## config.mk

```make
export PLATFORM = sky130hd
export DESIGN_NAME = vga_tile_engine
export DESIGN_NICKNAME = d
export VERILOG_FILES = /design/src/rtl/vga_tile_engine.sv
export SDC_FILE = /design/constraint.sdc
export NUM_CORES = 1
export LEC_CHECK = 0
export BUFFER_PORTS_ARGS = -buffer_cell sky130_fd_sc_hd__buf_2
export CAP_MARGIN = 20
export CORE_MARGIN = 3
export CORE_UTILIZATION = 65
export CTS_BUF_LIST = sky130_fd_sc_hd__clkbuf_4 sky130_fd_sc_hd__clkbuf_8 sky130_fd_sc_hd__clkbuf_16
export DETAILED_ROUTE_END_ITERATION = 8
export PLACE_DENSITY = 0.83
export SETUP_SLACK_MARGIN = 0.1
export SYNTH_ARGS = -nofsm -noshare
export SYNTH_HDL_FRONTEND = slang
export SYNTH_SLANG_ARGS = --single-unit
```

## constraint.sdc

```tcl
create_clock -name clk -period 23.6 [get_ports clk]
set_input_delay 2.36 -clock clk [delete_from_list [all_inputs] [get_ports clk]]
set_output_delay 2.36 -clock clk [all_outputs]
set_load 0.02 [all_outputs]
```

## src/rtl/vga_tile_engine.sv

```systemverilog
// Parametrised VGA tile engine: timing counters, board RAM fetch, palette lookup and
// sync/RGB outputs aligned through a two-pixel-slot pipeline.
module vga_tile_engine #(
    parameter int                 H_ACTIVE   = 640,
    parameter int                 H_FP       = 16,
    parameter int                 H_SYNC     = 96,
    parameter int                 H_BP       = 48,
    parameter int                 V_ACTIVE   = 480,
    parameter int                 V_FP       = 10,
    parameter int                 V_SYNC     = 2,
    parameter int                 V_BP       = 33,
    parameter int                 PIX_DIV    = 2,
    parameter logic               SYNC_POL   = 1'b0,
    parameter int                 TILE_SHIFT = 4,
    parameter int                 BOARD_W    = 32,
    parameter int                 BOARD_H    = 30,
    parameter int                 TILE_BITS  = 4,
    parameter int                 CBITS      = 4,
    parameter logic [3*CBITS-1:0] BORDER_RGB = 12'h00F
) (
    input  logic                                 clk,
    input  logic                                 reset,
    input  logic [TILE_BITS-1:0]                 rdata,
    input  logic                                 pal_we,
    input  logic [TILE_BITS-1:0]                 pal_idx,
    input  logic [3*CBITS-1:0]                   pal_rgb,
    output logic                                 re,
    output logic [$clog2(BOARD_W*BOARD_H)-1:0]   raddr,
    output logic [CBITS-1:0]                     R_out,
    output logic [CBITS-1:0]                     G_out,
    output logic [CBITS-1:0]                     B_out,
    output logic                                 HSync,
    output logic                                 VSync,
    output logic                                 frame_start
);
    localparam int H_TOTAL = H_ACTIVE + H_FP + H_SYNC + H_BP;
    localparam int V_TOTAL = V_ACTIVE + V_FP + V_SYNC + V_BP;
    localparam int HCW     = $clog2(H_TOTAL);
    localparam int VCW     = $clog2(V_TOTAL);
    localparam int AW      = $clog2(BOARD_W * BOARD_H);
    localparam int DW      = $clog2(PIX_DIV);
    localparam int RGBW    = 3 * CBITS;
    localparam int NPAL    = 2 ** TILE_BITS;

    logic [DW-1:0]        div_q, div_d;
    logic [HCW-1:0]       hc_q, hc_d;
    logic [VCW-1:0]       vc_q, vc_d;
    logic                 re_q, re_d;
    logic                 re_dly_q, re_dly_d;
    logic [AW-1:0]        raddr_q, raddr_d;
    logic [TILE_BITS-1:0] tile_q, tile_d;
    logic                 s1_active_q, s1_active_d;
    logic                 s1_board_q, s1_board_d;
    logic                 s1_hs_q, s1_hs_d;
    logic                 s1_vs_q, s1_vs_d;
    logic                 s1_fs_q, s1_fs_d;
    logic [RGBW-1:0]      rgb_q, rgb_d;
    logic                 hs_q, hs_d;
    logic                 vs_q, vs_d;
    logic                 fs_q, fs_d;
    logic [RGBW-1:0]      pal_q [NPAL];
    logic [RGBW-1:0]      pal_d [NPAL];

    logic                 pix_en;
    logic                 active;
    logic                 in_board;
    logic                 h_sync_on;
    logic                 v_sync_on;
    logic [TILE_BITS-1:0] tile_now;

    assign pix_en = (div_q == '0);

    always_comb begin
        active    = (32'(hc_q) < H_ACTIVE) && (32'(vc_q) < V_ACTIVE);
        in_board  = ((32'(hc_q) >> TILE_SHIFT) < BOARD_W) && ((32'(vc_q) >> TILE_SHIFT) < BOARD_H);
        h_sync_on = (32'(hc_q) >= H_ACTIVE + H_FP) && (32'(hc_q) < H_ACTIVE + H_FP + H_SYNC);
        v_sync_on = (32'(vc_q) >= V_ACTIVE + V_FP) && (32'(vc_q) < V_ACTIVE + V_FP + V_SYNC);
        // rdata lands the cycle after re drops; with PIX_DIV==2 that is the stage-2 edge itself
        tile_now  = re_dly_q ? rdata : tile_q;
    end

    always_comb begin
        div_d       = (div_q == DW'(PIX_DIV - 1)) ? '0 : div_q + DW'(1);
        hc_d        = hc_q;
        vc_d        = vc_q;
        re_d        = 1'b0;
        re_dly_d    = re_q;
        raddr_d     = raddr_q;
        tile_d      = tile_now;
        s1_active_d = s1_active_q;
        s1_board_d  = s1_board_q;
        s1_hs_d     = s1_hs_q;
        s1_vs_d     = s1_vs_q;
        s1_fs_d     = s1_fs_q;
        rgb_d       = rgb_q;
        hs_d        = hs_q;
        vs_d        = vs_q;
        fs_d        = 1'b0;
        pal_d       = pal_q;
        if (pal_we) begin
            pal_d[pal_idx] = pal_rgb;
        end
        if (pix_en) begin
            if (hc_q == HCW'(H_TOTAL - 1)) begin
                hc_d = '0;
                vc_d = (vc_q == VCW'(V_TOTAL - 1)) ? '0 : vc_q + VCW'(1);
            end else begin
                hc_d = hc_q + HCW'(1);
            end
            // Stage 0: fetch request and per-pixel attributes
            if (active && in_board) begin
                re_d    = 1'b1;
                raddr_d = AW'(vc_q >> TILE_SHIFT) * AW'(BOARD_W) + AW'(hc_q >> TILE_SHIFT);
            end
            s1_active_d = active;
            s1_board_d  = active && in_board;
            s1_hs_d     = h_sync_on ? SYNC_POL : ~SYNC_POL;
            s1_vs_d     = v_sync_on ? SYNC_POL : ~SYNC_POL;
            s1_fs_d     = (hc_q == '0) && (vc_q == '0);
            // Stage 2: colour resolve, syncs move in lockstep with it
            if (s1_board_q) begin
                rgb_d = pal_q[tile_now];
            end else if (s1_active_q) begin
                rgb_d = BORDER_RGB;
            end else begin
                rgb_d = '0;
            end
            hs_d = s1_hs_q;
            vs_d = s1_vs_q;
            fs_d = s1_fs_q;
        end
    end

    always_ff @(posedge clk or posedge reset) begin
        if (reset) begin
            div_q       <= '0;
            hc_q        <= '0;
            vc_q        <= '0;
            re_q        <= 1'b0;
            re_dly_q    <= 1'b0;
            raddr_q     <= '0;
            tile_q      <= '0;
            s1_active_q <= 1'b0;
            s1_board_q  <= 1'b0;
            s1_hs_q     <= ~SYNC_POL;
            s1_vs_q     <= ~SYNC_POL;
            s1_fs_q     <= 1'b0;
            rgb_q       <= '0;
            hs_q        <= ~SYNC_POL;
            vs_q        <= ~SYNC_POL;
            fs_q        <= 1'b0;
            for (int i = 0; i < NPAL; i++) begin
                pal_q[i] <= (i == 1) ? '1 : '0;
            end
        end else begin
            div_q       <= div_d;
            hc_q        <= hc_d;
            vc_q        <= vc_d;
            re_q        <= re_d;
            re_dly_q    <= re_dly_d;
            raddr_q     <= raddr_d;
            tile_q      <= tile_d;
            s1_active_q <= s1_active_d;
            s1_board_q  <= s1_board_d;
            s1_hs_q     <= s1_hs_d;
            s1_vs_q     <= s1_vs_d;
            s1_fs_q     <= s1_fs_d;
            rgb_q       <= rgb_d;
            hs_q        <= hs_d;
            vs_q        <= vs_d;
            fs_q        <= fs_d;
            pal_q       <= pal_d;
        end
    end

    assign re          = re_q;
    assign raddr       = raddr_q;
    assign R_out       = rgb_q[3*CBITS-1:2*CBITS];
    assign G_out       = rgb_q[2*CBITS-1:CBITS];
    assign B_out       = rgb_q[CBITS-1:0];
    assign HSync       = hs_q;
    assign VSync       = vs_q;
    assign frame_start = fs_q;

endmodule

```

## Yosys cells after proc, flatten, opt, wreduce, memory -nomap -nowiden

Cells that the tools add are included.

- Register bits after elaboration: 249
- Input port bits: 23
- Output and inout bits: 26
- Logic and storage cells: 80

- Add/sub/neg operators: 4
- Order comparisons: 11
- Equal/unequal tests: 2
- Multiplexer cells: 17
- Bitwise logic cells: 3
- Reduce and logical (&&, ||, !) cells: 11

Operators by type and width:

| operator | number |
|---|---|
| 192-bit bitwise mux | 1 |
| 12-bit binary-select mux with 4-bit select | 1 |
| 12-bit demux with 4-bit select | 1 |
| 12-bit 2-to-1 mux | 4 |
| 10-bit by 1-bit adder with 10-bit output, second input constant | 2 |
| 10-bit == test, second input constant | 2 |
| 10-bit logical NOT | 2 |
| 10-bit less-than comparator, second input constant | 2 |
| 10-bit by 9-bit less-than comparator with 1-bit output, second input constant | 2 |
| 10-bit 2-to-1 mux | 2 |
| 10-bit by 6-bit adder with 10-bit output | 1 |
| 10-bit >= comparator, second input constant | 1 |
| 10-bit by 9-bit >= comparator with 1-bit output, second input constant | 1 |
| 5-bit >= comparator, second input constant | 2 |
| 4-bit NOT with 5-bit output | 2 |
| 4-bit 2-to-1 mux | 2 |
| 1-bit logical AND | 7 |
| 6-bit by 5-bit less-than comparator with 1-bit output, second input constant | 1 |
| 6-bit less-than comparator, second input constant | 1 |
| 1-bit 2-to-1 mux | 6 |
| 5-bit by 1-bit less-than comparator with 1-bit output, second input constant | 1 |
| 2-bit AND reduction | 2 |
| 1-bit adder, second input constant | 1 |
| 1-bit NOT | 1 |

## Depth between registers and ports, before layout

Gate-level depths: netlist (run 1).

- Word-level depth: 6
- Gate-level depth with buffers: 8
- Mapped depth without buffers: 6

## Least setup slack after synthesis (run 1)

Ideal clock, no wire load.

- Path type: input to register
- From: in rdata[0]
- To: reg rgb_q[4]
- Setup time: 0.129 ns
- Data arrival time: 3.670 ns
- Required time: 23.471 ns
- Setup slack: 19.800 ns
- Stages on the path: 5
- Path buffers: 1
- Path through: mux2i_4 buf_4 mux4_2 o2111ai_1 nand3_1

- Longest elaborated chain between the ends: 6

RTL lines:

| element | line | text |
|---|---|---|
| start, declared | 23 | `input logic [TILE_BITS-1:0] rdata,` |
| 4-bit 2-to-1 mux | 79 | `tile_now = re_dly_q ? rdata : tile_q;` |
| 4-bit NOT with 5-bit output (implied by the code) | 122 | `rgb_d = pal_q[tile_now];` |
| 12-bit binary-select mux with 4-bit select | 122 |  |
| 12-bit 2-to-1 mux (implied by the code) (2 in a row) | 122 |  |
| 12-bit 2-to-1 mux | 121 | `if (s1_board_q) begin` |
| end signal, assigned | 168 | `rgb_q <= rgb_d;` |
| end, declared | 57 | `logic [RGBW-1:0] rgb_q, rgb_d;` |

No other way between the ends. The select of a mux whose other input is x is not followed.
A chain may end at the register's enable or synchronous reset.

==> results.md, run 1 <==
- Worst-Margin Slew: roughly 1.1 ns
- Post-route setup slack: between 15 and 20 ns
- Commonest non-fill, non-tap cell in the layout: dfrtp_1
- Synth Register Bits: roughly 250
- Ys async rst share: 100%
- Total GRT Usage: 27.9%
- Drt total wl: 26.6 mm
- Crit path time final: 4.35 ns
- Met3 WL: 1.71 mm
- Crit path capture type: async pin
- Filler cells: 1,028
- Cts repair resizes: 0
- Initial Utilization: 67.7%
- CP startpoint kind: input port
- RSZ-0062 raised after global routing: no
- Final setup fails: 0
- Placement Cell Area: 11,800 um^2
- WL/cell: 23.1 um
- Row count: 47
- Die Area: between 15,000 and 20,000 um^2
- First-pass DRT Iterations: 5
- WHS Path Cells: 0
- CP arrival: 4.86 ns
- Hold Path Class: reg -> reg
- Total global routing overflow: 0
- Initial antenna violation count: 0
- CP max FO: 94
- Buffer count from post-CTS setup fixing: 0
- Met2 WL: between 10 and 15 mm
- Residual DRC: 0
- Top_reg_cell synth: dfrtp_1
- Clock Sinks: 249
- WP data required: 24.11 ns
- Crit-path leading delay family: buffers and inverters
- Area grow syn2layout: 10.2%
- Routed via count: 7,613
- Root Buffer: clkbuf_16
- Vias in the first global route: 7,751
- Reg2reg start: re_dly_q$_DFF_PP0_
- Post-CTS Hold Buffers: 0
- Die H: 139 um
- ANT cells: 0
- R2R cell count: 6
- Fmax: 230 MHz
- Post-Synthesis Cells: 895
- Antenna Violating Nets Remaining: 0
- PortBufs: 48
- Tcrit/Tclk final: a little under a fifth
- Iteration-0 DRC Markers: 834
- CTS tree: built
- Synth warn: 0
- Top layer reached by signal wires: met4
- Core area: 16,900 um^2
- WS Path Type: in -> async
- Bufs and invs on worst path: 4
- Post-synthesis cell type count: 55
- Total CTS buffers: 25
- Worst Hold End: re_dly_q$_DFF_PP0_
- Non-Filler Cell Area, Final: approximately 13,000 um^2
- Clk buf depth: 3
- First-pass GRT wire length: 42.8 mm
- Vias/cell: 6.59
- R2R Path End: rgb_q[7]$_DFFE_PP0N_
- Finished Layout Cells: ~1,200
- Pins Over Slew Limit: 0
- Placed Instances: roughly 1,100
- Register area share after synthesis: 54.7%
- Hold Startpoint: re$_DFF_PP0_
- I/O Pins: 49
- Slowest CP cell: buf_4
- Most frequent cells in the layout: dfrtp_1 (233), mux2_2 (195), nand2_1 (100), nand3_1 (58), buf_2 (48)
- Post-synth EDFFs: 0
- Dpl ws: 18.66 ns
- Sum of negative setup slack: 0 ns
- CP max stage delay: 0.89 ns
- Max IR drop VDD: 72.2 uV
- DP Wirelength: 15.5 mm
- CP Cell Sequence: buf_2 -> inv_8 -> buf_4 -> buf_4
- Syn_nets: ~900
- Max-Cap Viols: 0
- Largest net degree at the start of global routing: 95
- CTS H-tree depth: 1
- Layout cell share with drive strength beyond 1: 37.9%
- Outcome: complete, no violations
- Final hold vios: 0
- Skew final: between 0.009 and 0.01 ns
- Normalized max-slew margin: 29.7%
- Leak Pwr: 5.53 nW
- Fin nets: 947
- Clock transition at the registers of the reported paths: 0.06 ns
- Most used cell, CP: buf_4
- Mapped Area: approximately 11,000 um^2
- PwrDens: 88.1 nW/um^2
- Clk_lat worst skew: around 0.52 ns
- Mean area per synthesized cell: 12.8 um^2
- Setup slack, reg-to-reg: 20.24 ns
- Die X: approximately 140 um
- GPL Wtd Cong: 0.813
- DRT met1 WL: around 11 mm
-- layout make-up --
| class | instances | area [um^2] | area share, % |
|---|---|---|---|
| clock inverters | 6 | 57.6 | 0.457 |
| inverters | 20 | 85.1 | 0.676 |
| well taps | 220 | 275 | 2.19 |
| repair buffers | 62 | 345 | 2.74 |
| flip-flops and latches | 249 | 6250 | 49.7 |
| clock buffers | 38 | 748 | 5.94 |
| multi-input cells | 560 | 4830 | 38.3 |
-- synth_stat cells, types with 8 or more instances --
master | number | area (um^2)
o2111ai_1 | 17 | 149
inv_1 | 17 | 63.8
nor2_1 | 25 | 93.8
o21ai_0 | 19 | 95.1
nand2_1 | 100 | 375
buf_2 | 16 | 80.1
dfrtp_1 | 233 | 5830
dfstp_2 | 16 | 420
nand3_1 | 58 | 290
and3_1 | 8 | 50.1
mux4_2 | 24 | 541
mux2_2 | 195 | 2200
clkbuf_1 | 41 | 154
xor2_1 | 8 | 70.1
-- kinds of logic after synthesis --
group | synth area share (%)
mux | 25.4
simple gates | 9.57
flops | 54.7
buf+inv | 3.32
compound gates | 5.16
fa+ha+maj | 0.657
xor+xnor | 1.15
-- worst max-delay path by stage --
stage / start / endpoint / slack (ns) / cells past startpoint
after CTS: reset / pal_q[90]$_DFFE_PP0P_ / 19.20 / 4
after detailed placement: reset / pal_q[39]$_DFFE_PP0P_ / 18.66 / 4
after global placement: reset / pal_q[14]$_DFFE_PP0P_ / 18.65 / 4
after floorplan: reset / div_q$_DFF_PP0_ / 14.42 / 1
after global routing: reset / pal_q[15]$_DFFE_PP0P_ / 18.87 / 4
final: reset / pal_q[41]$_DFFE_PP0P_ / 19.25 / 4
-- flip-flops by register name, indices dropped and copies added, names as in the netlist --
name,cells
re_dly_q,1
s1_vs_q,1
pal_q,192
s1_board_q,1
HSync,1
frame_start,1
s1_hs_q,1
s1_active_q,1
VSync,1
tile_q,4
s1_fs_q,1
vc_q,10
rgb_q,12
div_q,1
hc_q,10
raddr,10
re,1
-- per-stage QoR --
| step | total power (W) | utilization [%] | hold slack, ns |
|---|---|---|---|
| 2_1_floorplan | 0.000676 | - | 0.438 |
| 3_3_place_gp | 0.000709 | 69.8 | 0.373 |
| 3_5_place_dp | 0.000721 | 69.8 | 0.373 |
| 4_1_cts | 0.00111 | 74.6 | 0.394 |
| 5_1_grt | 0.00115 | 74.6 | 0.398 |
| 6_report | 0.00111 | 74.6 | 0.388 |
-- worst reg2reg max path, stage by stage, from the launching register on --
cell       delay [ns]
dfrtp_1          0.97
mux2i_4          0.35
buf_4            0.54
inv_2            0.59
mux4_2           0.45
o2111ai_1        0.24
nand3_1          0.11
-- power by group --
| group | switching, W | internal (W) |
|---|---|---|
| sequential | 0.0000448 | 0.000512 |
| combinational | 0.0000716 | 0.0000920 |
| clock | 0.000159 | 0.000229 |
-- routing by layer --
| metal | up-vias | global-route usage, % |
|---|---|---|
| met3 | 88 | 4.38 |
| met4 | 0 | 9.57 |
| met1 | 3932 | 38.3 |
| met5 | - | 0 |
| li1 | 3269 | - |
| met2 | 324 | 46.3 |
Power figures use the tool's default switching activity.
==> run 2: changes to the inputs <==
- CORE_UTILIZATION: 65 -> 62
- PLACE_DENSITY: 0.83 -> 0.8
- clock period: 23.6 -> 4.4 ns (I/O delays scaled with it)
==> run 2 against run 1 <==
- combinational power rose to 5.3 times the previous value
- critical path depth rose by 1
- register-to-register slack got worse by 19 ns
- wire length is 2.2% higher
- critical path type is now reg -> reg
- clock power grew to 5.7 times the previous value
- sequential cell count is the same
- non-clock buffer count is 2 higher
==> results.md, run 2 (same netlist as run 1, synthesis figures left out) <==
- Drt total wl: around 27 mm
- CP max FO: 20
- RSZ-0062 raised after global routing: no
- CP arrival: approximately 3.5 ns
- Tcrit/Tclk final: 70.1%
- Leak Pwr: 5.58 nW
- Initial Utilization: 63.4%
- Clk_lat worst skew: 0.53 ns
- Die H: approximately 140 um
- Routed via count: ~7,500
- Final setup fails: 0
- Outcome: complete, no violations
- Max IR drop VDD: about 420 uV
- Final hold vios: 0
- Vias in the first global route: 7,548
- Vias/cell: 6.43
- Residual DRC: 0
- Row count: 49
- Clock Sinks: around 250
- First-pass DRT Iterations: 5
- Skew final: 0.00885 ns
- GPL Wtd Cong: 0.808
- Post-CTS Hold Buffers: 1
- Sum of negative setup slack: 0 ns
- Normalized max-slew margin: 25.4%
- Most frequent cells in the layout: dfrtp_1 (233), mux2_2 (195), nand2_1 (100), nand3_1 (58), buf_2 (48)
- Cts repair resizes: 0
- Die X: 142 um
- WP data required: 4.79 ns
- Iteration-0 DRC Markers: 704
- Biggest registers after layout: pal_q (192), rgb_q (12)
- Hold Path Class: in -> reg
- CTS H-tree depth: 1
- CTS tree: built
- Pins Over Slew Limit: 0
- Largest Register: pal_q
- Layout cell share with drive strength beyond 1: 38.5%
- Die Area: 20,100 um^2
- WS Path Type: reg -> reg
- Root Buffer: clkbuf_16
- Worst-Margin Slew: 1.12 ns
- CP startpoint kind: register
- Core area: roughly 18,000 um^2
- WHS Path Cells: 3
- Antenna Violating Nets Remaining: 0
- Max reg flops: 192
- Commonest non-fill, non-tap cell in the layout: dfrtp_1
- Max-Cap Viols: 0
- Initial antenna violation count: 0
- Clock transition at the registers of the reported paths: 0.06 ns
- Fmax: 324 MHz
- Total GRT Usage: 27.6%
- Non-Filler Cell Area, Final: 12,700 um^2
- Largest net degree at the start of global routing: 131
- Buffer count from post-CTS setup fixing: 0
- PwrDens: 478 nW/um^2
- Total CTS buffers: 26
- Placement Cell Area: approximately 12,000 um^2
- ANT cells: 0
- Crit path time final: 3.09 ns
- I/O Pins: 49
- Total global routing overflow: 0
- DP Wirelength: between 15 and 20 mm
- R2R cell count: 5
- Crit path capture type: register
- Fin nets: 950
- Clk buf depth: 3
- First-pass GRT wire length: around 43 mm
- PortBufs: 48
- WL/cell: 23.2 um
- Area grow syn2layout: 11.4%
run 2: layer usage:
layer / GRT usage (%) / up-vias / wire [um]
met1: 40.7 / 3892 / 11900
met2: 41.8 / 279 / 12500
met3: 6.30 / 56 / 2010
met5: 0 / - / 0
met4: 7.73 / 0 / 728
li1: - / 3295 / -
run 2: through the flow:
step | hold slack (ns) | setup slack [ns] | power [W] | std cells | utilization (%)
after CTS | 0.253 | 1.32 | 0.00611 | 1168 | 70.5
after global placement | 0.399 | 1.42 | 0.00381 | 1119 | 65.5
after floorplan | 0.438 | 0.699 | 0.00363 | 895 | -
final | 0.286 | 1.31 | 0.00609 | 1170 | 70.6
after detailed placement | 0.406 | 1.33 | 0.00388 | 1119 | 65.5
after global routing | 0.310 | 1.11 | 0.00634 | 1170 | 70.6
run 2: cell type report:
class	count	area [um^2]
Clock inverter	11	105
Clock buffer	37	782
Tap cell	229	287
Timing Repair Buffer	64	387
Multi-Input combinational cell	560	4830
Inverter	20	81.3
Sequential cell	249	6250
Fill cell	1200	5300
run 2: worst max-delay path, stage by stage (launching register included):
cell and delay, ns:
dfrtp_1 0.92, mux2i_4 0.75, buf_4 0.34, mux4_2 0.52
a221oi_1 0.28, o211ai_1 0.13
run 2: final timing paths:
path	from	end	slack, ns
min	rdata[3]	tile_q[3]$_DFF_PP0_	0.29
min reg2reg	re$_DFF_PP0_	re_dly_q$_DFF_PP0_	0.42
min in group asynchronous	reset	pal_q[136]$_DFFE_PP0P_	0.55
max reg2reg	re_dly_q$_DFF_PP0_	rgb_q[1]$_DFFE_PP0N_	1.31
max	re_dly_q$_DFF_PP0_	rgb_q[1]$_DFFE_PP0N_	1.31
max in group asynchronous	reset	pal_q[137]$_DFFE_PP0P_	2.70
run 2: report_power, final:
part	internal, W	switching [W]
combinational	0.000495	0.000374
clock	0.00135	0.000881
sequential	0.00274	0.000240
